[config.mk]
export PLATFORM = sky130hd
export DESIGN_NAME = mfp_seven_segment_display_controller
export DESIGN_NICKNAME = d
export VERILOG_FILES = /design/src/rtl/mfp_seven_segment_pkg.sv /design/src/rtl/mfp_seven_segment_decoder.sv /design/src/rtl/mfp_seven_segment_display_controller.sv
export SDC_FILE = /design/constraint.sdc
export NUM_CORES = 1
export LEC_CHECK = 0
export ABC_AREA = 1
export ABC_CLOCK_PERIOD_IN_PS = 2400
export BUFFER_PORTS_ARGS = -buffer_cell sky130_fd_sc_hd__buf_2
export CORE_ASPECT_RATIO = 0.9
export CORE_MARGIN = 3
export CORE_UTILIZATION = 52
export CTS_CLUSTER_DIAMETER = 30
export DETAILED_ROUTE_END_ITERATION = 7
export MAX_ROUTING_LAYER = met4
export PLACE_DENSITY_LB_ADDON = 0.2
export SKIP_CTS_REPAIR_TIMING = 1
export SLEW_MARGIN = 25
export SYNTH_ARGS = -nofsm -noshare
export SYNTH_HDL_FRONTEND = slang
export SYNTH_SLANG_ARGS = --single-unit
[constraint.sdc]
create_clock -name clk -period 2.4 [get_ports clk]
set_input_delay 0 -clock clk [delete_from_list [all_inputs] [get_ports clk]]
set_output_delay 0 -clock clk [all_outputs]
set_load 0.03 [all_outputs]
[src/rtl/mfp_seven_segment_pkg.sv]
`default_nettype none
// ============================================================================
//  Package     : mfp_seven_segment_pkg
//  Description : Shared constants and hex-to-segment decode for the
//                seven-segment display controller. Patterns are active-low,
//                bit 0 = segment a ... bit 6 = segment g.
//  Revision    : 1.0 - initial release
// ============================================================================
package mfp_seven_segment_pkg;

   // Segment bit positions inside a 7-bit pattern
   localparam int SEG_A = 0;
   localparam int SEG_B = 1;
   localparam int SEG_C = 2;
   localparam int SEG_D = 3;
   localparam int SEG_E = 4;
   localparam int SEG_F = 5;
   localparam int SEG_G = 6;
   localparam int SEG_W = SEG_G + 1;

   // All segments dark (active-low)
   localparam logic [SEG_W-1:0] SEG_BLANK = 7'b1111111;

   function automatic logic [SEG_W-1:0] hex_to_seg(input logic [3:0] value);
      logic [SEG_W-1:0] seg;
      case (value)
         4'h0:    seg = 7'b1000000;
         4'h1:    seg = 7'b1111001;
         4'h2:    seg = 7'b0100100;
         4'h3:    seg = 7'b0110000;
         4'h4:    seg = 7'b0011001;
         4'h5:    seg = 7'b0010010;
         4'h6:    seg = 7'b0000010;
         4'h7:    seg = 7'b1111000;
         4'h8:    seg = 7'b0000000;
         4'h9:    seg = 7'b0010000;
         4'hA:    seg = 7'b0001000;
         4'hB:    seg = 7'b0000011;
         4'hC:    seg = 7'b1000110;
         4'hD:    seg = 7'b0100001;
         4'hE:    seg = 7'b0000110;
         default: seg = 7'b0001110;   // F
      endcase
      return seg;
   endfunction

endpackage
`default_nettype wire

[src/rtl/mfp_seven_segment_decoder.sv]
`default_nettype none
// ============================================================================
//  Module      : mfp_seven_segment_decoder
//  Description : Combinational 4-bit hex value to 7-bit active-low pattern.
//  Ports       : value - hex digit in
//                seg   - active-low segments out (bit 0 = a ... bit 6 = g)
//  Revision    : 1.0 - initial release
// ============================================================================
module mfp_seven_segment_decoder
   import mfp_seven_segment_pkg::*;
(
   input  logic [3:0]       value,
   output logic [SEG_W-1:0] seg
);

   assign seg = hex_to_seg(value);

endmodule
`default_nettype wire

[src/rtl/mfp_seven_segment_display_controller.sv]
`default_nettype none
// ============================================================================
//  Module      : mfp_seven_segment_display_controller
//  Description : N-digit seven-segment controller. Captures display data on
//                a load strobe into shadow registers, decodes hex digits,
//                applies enable / blink / leading-zero blanking and drives
//                both static per-digit and time-multiplexed outputs. All
//                outputs are registered and active-low.
//  Ports       : clk, resetn (async assert, active-low)
//                load, hex_in, dp_in, digit_en, blink_en, lz_blank - data in
//                seg_static, dp_static              - static outputs
//                seg_mux, dp_mux, an_mux            - multiplexed outputs
//  Revision    : 1.0 - initial release
// ============================================================================
module mfp_seven_segment_display_controller
   import mfp_seven_segment_pkg::*;
#(
   parameter int N_DIGITS  = 8,
   parameter int SCAN_DIV  = 50000,
   parameter int BLINK_DIV = 25000000
)(
   input  logic                      clk,
   input  logic                      resetn,
   input  logic                      load,
   input  logic [4*N_DIGITS-1:0]     hex_in,
   input  logic [N_DIGITS-1:0]       dp_in,
   input  logic [N_DIGITS-1:0]       digit_en,
   input  logic [N_DIGITS-1:0]       blink_en,
   input  logic                      lz_blank,
   output logic [SEG_W*N_DIGITS-1:0] seg_static,
   output logic [N_DIGITS-1:0]       dp_static,
   output logic [SEG_W-1:0]          seg_mux,
   output logic                      dp_mux,
   output logic [N_DIGITS-1:0]       an_mux
);

   localparam int SCAN_W  = (SCAN_DIV  > 1) ? $clog2(SCAN_DIV)  : 1;
   localparam int BLINK_W = (BLINK_DIV > 1) ? $clog2(BLINK_DIV) : 1;
   localparam int IDX_W   = (N_DIGITS  > 1) ? $clog2(N_DIGITS)  : 1;

   localparam logic [SCAN_W-1:0]  SCAN_LAST  = SCAN_W'(SCAN_DIV - 1);
   localparam logic [BLINK_W-1:0] BLINK_LAST = BLINK_W'(BLINK_DIV - 1);
   localparam logic [IDX_W-1:0]   IDX_LAST   = IDX_W'(N_DIGITS - 1);

   // ---------------------------------------------------------------------
   // Shadow registers
   // ---------------------------------------------------------------------
   logic [4*N_DIGITS-1:0] sh_hex;
   logic [N_DIGITS-1:0]   sh_dp;
   logic [N_DIGITS-1:0]   sh_en;
   logic [N_DIGITS-1:0]   sh_blink;
   logic                  sh_lz;

   always_ff @(posedge clk or negedge resetn) begin
      if (!resetn) begin
         sh_hex   <= '0;
         sh_dp    <= '0;
         sh_en    <= '0;
         sh_blink <= '0;
         sh_lz    <= 1'b0;
      end else if (load) begin
         sh_hex   <= hex_in;
         sh_dp    <= dp_in;
         sh_en    <= digit_en;
         sh_blink <= blink_en;
         sh_lz    <= lz_blank;
      end
   end

   // ---------------------------------------------------------------------
   // Blink and scan timebases
   // ---------------------------------------------------------------------
   logic [BLINK_W-1:0] blink_cnt;
   logic               blink_phase;
   logic [SCAN_W-1:0]  scan_cnt;
   logic [IDX_W-1:0]   scan_idx;

   always_ff @(posedge clk or negedge resetn) begin
      if (!resetn) begin
         blink_cnt   <= '0;
         blink_phase <= 1'b0;
      end else if (blink_cnt == BLINK_LAST) begin
         blink_cnt   <= '0;
         blink_phase <= ~blink_phase;
      end else begin
         blink_cnt   <= blink_cnt + 1'b1;
      end
   end

   always_ff @(posedge clk or negedge resetn) begin
      if (!resetn) begin
         scan_cnt <= '0;
         scan_idx <= '0;
      end else if (scan_cnt == SCAN_LAST) begin
         scan_cnt <= '0;
         scan_idx <= (scan_idx == IDX_LAST) ? '0 : scan_idx + 1'b1;
      end else begin
         scan_cnt <= scan_cnt + 1'b1;
      end
   end

   // ---------------------------------------------------------------------
   // Static-path decoders
   // ---------------------------------------------------------------------
   logic [SEG_W*N_DIGITS-1:0] dec_static;

   generate
      for (genvar g = 0; g < N_DIGITS; g++) begin : g_digit
         mfp_seven_segment_decoder u_dec (
            .value (sh_hex[4*g +: 4]),
            .seg   (dec_static[SEG_W*g +: SEG_W])
         );
      end
   endgenerate

   // ---------------------------------------------------------------------
   // Blanking. zero_from[i] is the MSB-down AND chain "digits i..N-1 are
   // all zero", taken as a reduction over the upper slice of the shadow.
   // Digit 0 is excluded from leading-zero blanking so a zero value still
   // shows a single 0.
   // ---------------------------------------------------------------------
   logic [N_DIGITS-1:0]       zero_from;
   logic [N_DIGITS-1:0]       blank;
   logic [SEG_W*N_DIGITS-1:0] seg_proc;
   logic [N_DIGITS-1:0]       dp_proc;

   always_comb begin
      zero_from = '0;
      blank     = '0;
      seg_proc  = '1;
      dp_proc   = '1;
      for (int i = 0; i < N_DIGITS; i++) begin
         zero_from[i] = ~|(sh_hex >> (4 * i));
         blank[i]     = ~sh_en[i]
                      | (sh_blink[i] & blink_phase)
                      | (sh_lz & (i > 0) & zero_from[i]);
         seg_proc[SEG_W*i +: SEG_W] = blank[i] ? SEG_BLANK
                                              : dec_static[SEG_W*i +: SEG_W];
         dp_proc[i]   = blank[i] | ~sh_dp[i];
      end
   end

   // ---------------------------------------------------------------------
   // Multiplexed path: select the active digit, decode it, build anodes.
   // Anodes stay dark for the first cycle of every slot so the previous
   // digit's segments never appear on the next anode.
   // ---------------------------------------------------------------------
   logic [3:0]          mux_value;
   logic                mux_blank;
   logic                mux_dp_req;
   logic [SEG_W-1:0]    mux_dec;
   logic [N_DIGITS-1:0] an_next;

   always_comb begin
      mux_value  = '0;
      mux_blank  = 1'b1;
      mux_dp_req = 1'b0;
      an_next    = '1;
      for (int i = 0; i < N_DIGITS; i++) begin
         if (scan_idx == IDX_W'(i)) begin
            mux_value  = sh_hex[4*i +: 4];
            mux_blank  = blank[i];
            mux_dp_req = sh_dp[i];
            an_next[i] = (scan_cnt == '0);
         end
      end
   end

   mfp_seven_segment_decoder u_dec_mux (
      .value (mux_value),
      .seg   (mux_dec)
   );

   // ---------------------------------------------------------------------
   // Output registers
   // ---------------------------------------------------------------------
   always_ff @(posedge clk or negedge resetn) begin
      if (!resetn) begin
         seg_static <= '1;
         dp_static  <= '1;
         seg_mux    <= '1;
         dp_mux     <= 1'b1;
         an_mux     <= '1;
      end else begin
         seg_static <= seg_proc;
         dp_static  <= dp_proc;
         seg_mux    <= mux_blank ? SEG_BLANK : mux_dec;
         dp_mux     <= mux_blank | ~mux_dp_req;
         an_mux     <= an_next;
      end
   end

endmodule
`default_nettype wire

==> Word level (Yosys, flattened, before mapping) <==
Memory sizes are Yosys's and may differ from the RTL's.
Index checks and enable logic that the tools add are counted.
{ "classes": {"reduce_logical": 16, "mux": 44, "n_addsub": 3, "bitwise_logic": 57, "eq_ne": 9} }
{ "op_table": {"columns": ["cell", "n"], "rows": [
  ["2-to-1 mux 7 bit", 9],
  ["2-to-1 mux 4 bit", 8],
  ["OR reduction 28 bit", 1],
  ["adder 25 x 1 -> 25 bit (second input constant)", 1],
  ["== test 25 bit (second input constant)", 1],
  ["2-to-1 mux 25 bit", 1],
  ["2-to-1 mux 1 bit", 24],
  ["OR 1 bit", 24],
  ["OR reduction 24 bit", 1],
  ["OR reduction 20 bit", 1],
  ["inverter 1 bit", 18],
  ["adder 16 x 1 -> 16 bit (second input constant)", 1],
  ["== test 16 bit (second input constant)", 1],
  ["logical NOT 16 bit", 1],
  ["2-to-1 mux 16 bit", 1],
  ["OR reduction 16 bit", 1],
  ["AND 1 bit", 15],
  ["== test 3 bit (second input constant)", 4],
  ["OR reduction 12 bit", 1],
  ["OR reduction 8 bit", 1],
  ["logical NOT 1 bit", 7],
  ["== test 3 x 2 -> 1 bit (second input constant)", 2],
  ["OR reduction 4 bit", 1],
  ["adder 3 x 1 -> 3 bit (second input constant)", 1],
  ["other kinds (3)", 3]
]} }
{ "totals": {"rom_bits": 1008, "mem_count": 9, "ff_bits": 182} }
{ "memory_table": {"columns": ["name", "words", "word_bits", "read_ports", "rd_ports_with_merged_regs", "write_ports", "line_no", "source"], "rows": [
  ["(name not given)", 16, 7, 1, 0, 0, "mfp_seven_segment_pkg.sv:26", "case (value)"],
  ["(name not given)", 16, 7, 1, 0, 0, "mfp_seven_segment_pkg.sv:26", null],
  ["(name not given)", 16, 7, 1, 0, 0, "mfp_seven_segment_pkg.sv:26", null],
  ["(name not given)", 16, 7, 1, 0, 0, "mfp_seven_segment_pkg.sv:26", null],
  ["(name not given)", 16, 7, 1, 0, 0, "mfp_seven_segment_pkg.sv:26", null],
  ["(name not given)", 16, 7, 1, 0, 0, "mfp_seven_segment_pkg.sv:26", null],
  ["3 more memories", null, null, null, null, null, null, null]
]} }

==> Depth between registers and ports, before layout <==
{ "logic_depth": {"word_depth": 12, "depth_mapped": 20, "mapped_depth_nobuf": 20} }

==> Modules after synthesis <==
Synthesis repeated with hierarchy kept, for this count alone.
{ "hier_totals": {"cells_unflattened": 1232, "hier_area_um2": 10347.4} }
{ "modules_own_cells": {"columns": ["module", "n_inst", "area_each_um2", "cells_each", "seq_area_each_um2"], "rows": [
  ["mfp_seven_segment_display_controller", 1, 7880.1, 789, 4654.5],
  ["mfp_seven_segment_decoder at g_digit[0].u_dec ...", 8, 274.0, 49, 0.0],
  ["mfp_seven_segment_decoder at g_digit[1].u_dec", 1, 275.3, 51, 0.0]
]} }

==> Least setup slack after synthesis <==
Ideal clock, no wire load.
{ "synth_path": {"kind": "flip-flop to flip-flop", "from": "register scan_idx[2]", "to": "register seg_mux[0]", "path_stages_with_launch": 17, "setup_time_ns": 0.085, "setup_slack_ns": 0.097, "arrival_time_ns": 2.219, "period_less_slack_ns": 2.303, "cell_sequence": "dfrtp_1 inv_4 ha_1 clkbuf_1 inv_1 o21ai_0 inv_1 nand2_1 nand3_1 nand3_1 a21oi_1 ha_1 nand3b_1 nand2_1 nor2_1 nor2_1 nand2_1"} }
{ "synth_between": {"elab_chain_cells": 11, "elab_cells_between_ends": 26} }
{ "synth_lines": {"columns": ["element", "line_no", "source"], "rows": [
  ["start: declaration", "mfp_seven_segment_display_controller.sv:76", "logic [IDX_W-1:0] scan_idx;"],
  ["start signal: assignment", "mfp_seven_segment_display_controller.sv:96", "scan_idx <= (scan_idx == IDX_LAST) ? '0 : scan_idx + 1'b1;"],
  ["logical NOT 3 bit", "mfp_seven_segment_display_controller.sv:160", "if (scan_idx == IDX_W'(i)) begin"],
  ["2-to-1 mux 4 bit (8 in a row)", "mfp_seven_segment_display_controller.sv:160", null],
  ["memory (16 x 7 bit)", null, null],
  ["2-to-1 mux 7 bit *", "mfp_seven_segment_display_controller.sv:187", "seg_mux <= mux_blank ? SEG_BLANK : mux_dec;"],
  ["end signal: assignment", "mfp_seven_segment_display_controller.sv:187", null],
  ["end: declaration", "mfp_seven_segment_display_controller.sv:32", "output logic [SEG_W-1:0] seg_mux,"]
]} }
Mark *: on every way between the ends. The rest lies on a longest branch, timed or not.
A chain may end at the register's enable or synchronous reset.

==> Worst setup path in the final report <==
{ "layout_path": {"from": "register scan_idx[0]", "to": "register seg_mux[3]"} }
The elaborated chain is that of the path after synthesis.

==> results.md <==
- The synthesized design contains 182 register bits.
- Data on the critical path arrives at its endpoint at 2.61 ns.
- The library cell appearing most often on the critical path is sky130_fd_sc_hd__nand2_1.
- The share of final-layout standard cells stronger than drive strength 1 is 0.275.
- The first global-routing pass estimated 36.6 mm of wire.
- The areal power density over the cells is 664 nW/um^2.
- The top cell types in the final layout, fill and taps aside, are sky130_fd_sc_hd__nand2_1 (222), sky130_fd_sc_hd__inv_1 (144), sky130_fd_sc_hd__buf_2 (137), sky130_fd_sc_hd__dfrtp_1 (102), sky130_fd_sc_hd__o21ai_0 (91).
- The half-perimeter wire length after placement is 16.8 mm.
- The starting density of the core is 0.535.
- The count of yosys warnings during synthesis is 0.
- The pre-antenna-repair detailed-routing pass consisted of 5 iterations.
- The fraction of synthesized cell area taken by the top area cell type is 0.267.
- The pin count of the biggest net entering global routing is 75.
- STA classifies the critical path startpoint as a flop.
- The number of standard cells in the layout, taps in and fillers out is 1572.
- The net count reported at finish is 1432.
- The global router's overall resource usage is 0.234.
- The routed layout has 8204 vias.
- The CTS H-tree depth is 4.
- On the final layout, the worst clock skew is 0.0135 ns.
- The CTS tree is yes.
- The worst-case vdd ir drop is 0.589 mV.
- After filler insertion, the fill cell instance count of the layout stands at 1456.
- The nature of the critical path endpoint is a flop.
- Setup violations remaining at the end of the flow were counted as 0.
- The aggregate routed wire length is 23.6 mm.
- The width of the chip is 149 um.
- The kind of critical path is reg -> reg.
- The area of the placeable core is 17800 um^2.
- The number of enable flip-flop cells after synthesis is 0.
- After detailed routing, the number of remaining DRC violations is 0.
- The placed instances occupy a cell area of 10700 um^2.
- For this run, the share of the core covered by cells in the final layout is 0.673.
- The number of buffers created by CTS is 17.
- The part of the Yosys area used for sequential elements is 0.488.
- The post-synthesis instance area is 9550 um^2.
- The dominant register cell in the synthesized netlist is sky130_fd_sc_hd__dfrtp_1.
- The aggregate negative setup slack is 0 ns.
- The post-synthesis instance total is 1095.
- CTS placed an instance of sky130_fd_sc_hd__clkbuf_16 at the clock tree root.
- The slew at the pin closest to its max-slew limit is 0.723 ns.
- Summed over all instances, the cell type with the most area after synthesis is sky130_fd_sc_hd__dfrtp_1.
- Counting every sink on the clock net gives 182.
- The slowest stage of the critical path is the sky130_fd_sc_hd__dfrtp_1 cell.
- The total overflow left after global routing is 0.
- The post-synthesis cell type count is 50.
- The number of buffer cells added on primary ports is 139.
- For this design the static power due to leakage is 5.61 nW.
- Along the worst path, the maximum fanout reaches 5.
- The worst hold margin is 0.0923 ns.
- The first routing iteration left 534 violations.
- The post-route fraction of the period consumed by the critical path is 0.931.
- The number of core rows is 46.
- The multi-input combinational cell area is 4220 um^2.
- Traced cell by cell, the critical path runs through inv_2, ha_4, inv_1, nor2_2, nand2_1, nand3_2, nand3_2, nand3_1, nand3_1, nand2_1, nand2_1, nand2_2, inv_2, ha_1, nand2_2, nand3_1, nand2_1, inv_1, nand2_1.
- The via count of the first global-routing pass was 7476.
- The highest achievable clock rate is 0.447 GHz.
- The max-cap check violation count is 0.
- The average instance in the mapped netlist occupies 8.72 um^2.
- The initial antenna violation count was 0.
- Using the TritonRoute via totals, the vias-per-cell ratio works out to 5.22.
- The wire length per cell is 15.0 um.
- Leaving out fill and tap cells, the most frequent cell in the layout is sky130_fd_sc_hd__nand2_1.
- At the later pin of the worst-skew pair, clock insertion delay measures 0.43 ns.
- Registers take 4650 um^2.
- Including well taps, the total number of placed cells is 1478.
- The clock edge transition at the registers on the reported setup and hold paths is 0.07 ns.
- The signed area change from the synthesized netlist to the final layout is 25.8%.
- In this run the deepest clock path goes through 2 buffers.
- The run finished with clean final reports.
- The floorplan step defined a die boundary enclosing 20000 um^2.
- In this run the tightest slew margin relative to its limit is 0.518.
- The worst path required time is 2.78 ns.
- 140 I/O pins were placed.
- The number of nets handed over by synthesis was 1209.
- Routability-driven placement finished with a final weighted congestion of 0.961.
- The final hold violation count is 0.
- The fraction of registers with async set/reset is 1.00.
- In this run the worst hold path is classified as in -> async.
- By area the synthesized netlist is led by sky130_fd_sc_hd__dfrtp_1 (27%), sky130_fd_sc_hd__dfstp_2 (22%), sky130_fd_sc_hd__nand2_1 (8.8%), sky130_fd_sc_hd__ha_1 (7.1%), sky130_fd_sc_hd__inv_1 (5.7%).
- The die is 135 um tall.
- The summed area of non-filler cells in the final layout is 12000 um^2.
- The largest single stage delay on the critical path is 0.41 ns.
- Counting I/O delays and the setup requirement, the final critical path takes 2.23 ns.
- The count of antenna-violating nets left after detailed routing is 0.
- The final number of max-transition violations was 0.
==> synthesized netlist by cell type, types with 14 or more instances <==
master	count
sky130_fd_sc_hd__inv_1	146
sky130_fd_sc_hd__a21oi_1	41
sky130_fd_sc_hd__nand2_2	14
sky130_fd_sc_hd__o211ai_1	21
sky130_fd_sc_hd__ha_1	54
sky130_fd_sc_hd__dfrtp_1	102
sky130_fd_sc_hd__nand2_1	223
sky130_fd_sc_hd__clkbuf_1	23
sky130_fd_sc_hd__nand3_1	73
sky130_fd_sc_hd__nand4_1	15
sky130_fd_sc_hd__dfstp_2	80
sky130_fd_sc_hd__mux2_2	14
sky130_fd_sc_hd__o21ai_0	92
sky130_fd_sc_hd__nor2_1	70
==> worst max-delay path, delay by kind of cell, from the launching register on <==
family                     cells  cell delay, ns
adders and majority gates      2            0.45
and+or+nand+nor               13            1.05
DFF                            1            0.41
buffers and inverters          4            0.27
==> per-layer routing <==
metal	global-route usage	up-vias	part of all wire
met5	-	-	0
met3	0.0386	28	0.046
li1	-	4051	-
met1	0.336	3897	0.48
met2	0.353	228	0.46
met4	0.0574	0	0.015
==> per-stage QoR <==
step | setup WS (ns) | power, mW
after floorplan | 0.0968 | 4.50
after global routing | -0.0221 | 8.34
final | 0.165 | 7.97
after CTS | 0.0289 | 7.93
after global placement | 0.0876 | 4.99
after detailed placement | 0.0391 | 5.00
==> layout make-up <==
type | instances | share of cell area
repair buffers | 236 | 0.133
clock inverters | 9 | 0.0126
multi-input cells | 721 | 0.351
clock buffers | 23 | 0.0390
well taps | 240 | 0.0250
inverters | 160 | 0.0508
flip-flops and latches | 182 | 0.388
diodes | 1 | 0.000208
==> final timing paths <==
| kind | start | endpoint | slack [ns] | cells past startpoint |
|---|---|---|---|---|
| max | scan_idx[0] | seg_mux[3] | 0.17 | 19 |
| min | resetn | scan_cnt[1] | 0.09 | 2 |
| max reg2reg | scan_idx[0] | seg_mux[3] | 0.17 | 19 |
| min reg2reg | sh_dp[6] | dp_static[6] | 0.41 | 1 |
| max in group asynchronous | resetn | seg_mux[5] | 1.53 | 3 |
| min in group clk | load | sh_hex[11] | 0.14 | 3 |
==> report_power, final <==
part,internal [mW],switching (mW)
clock,1.80,1.14
combinational,0.508,0.988
sequential,3.41,0.133
==> state kept, by name (all words and copies together), names as in the netlist <==
| register | count |
|---|---|
| dp_static | 8 |
| seg_static | 56 |
| blink_phase | 1 |
| an_mux | 8 |
| dp_mux | 1 |
| sh_hex | 32 |
| scan_idx | 3 |
| seg_mux | 7 |
| scan_cnt | 16 |
| blink_cnt | 25 |
| sh_lz | 1 |
| sh_en | 8 |
| sh_blink | 8 |
| sh_dp | 8 |
==> cells by family after synthesis <==
| group | after synthesis | synth area share |
|---|---|---|
| AO/OA/AOI/OAI | 205 | 0.131 |
| XOR/XNOR | 9 | 0.00826 |
| adder cells (fa/ha/maj) | 54 | 0.0708 |
| buffers and inverters | 192 | 0.0780 |
| flip-flops | 182 | 0.488 |
| multiplexers | 14 | 0.0165 |
| AND/OR/NAND/NOR | 439 | 0.208 |
(Power assumes the default switching activity.)
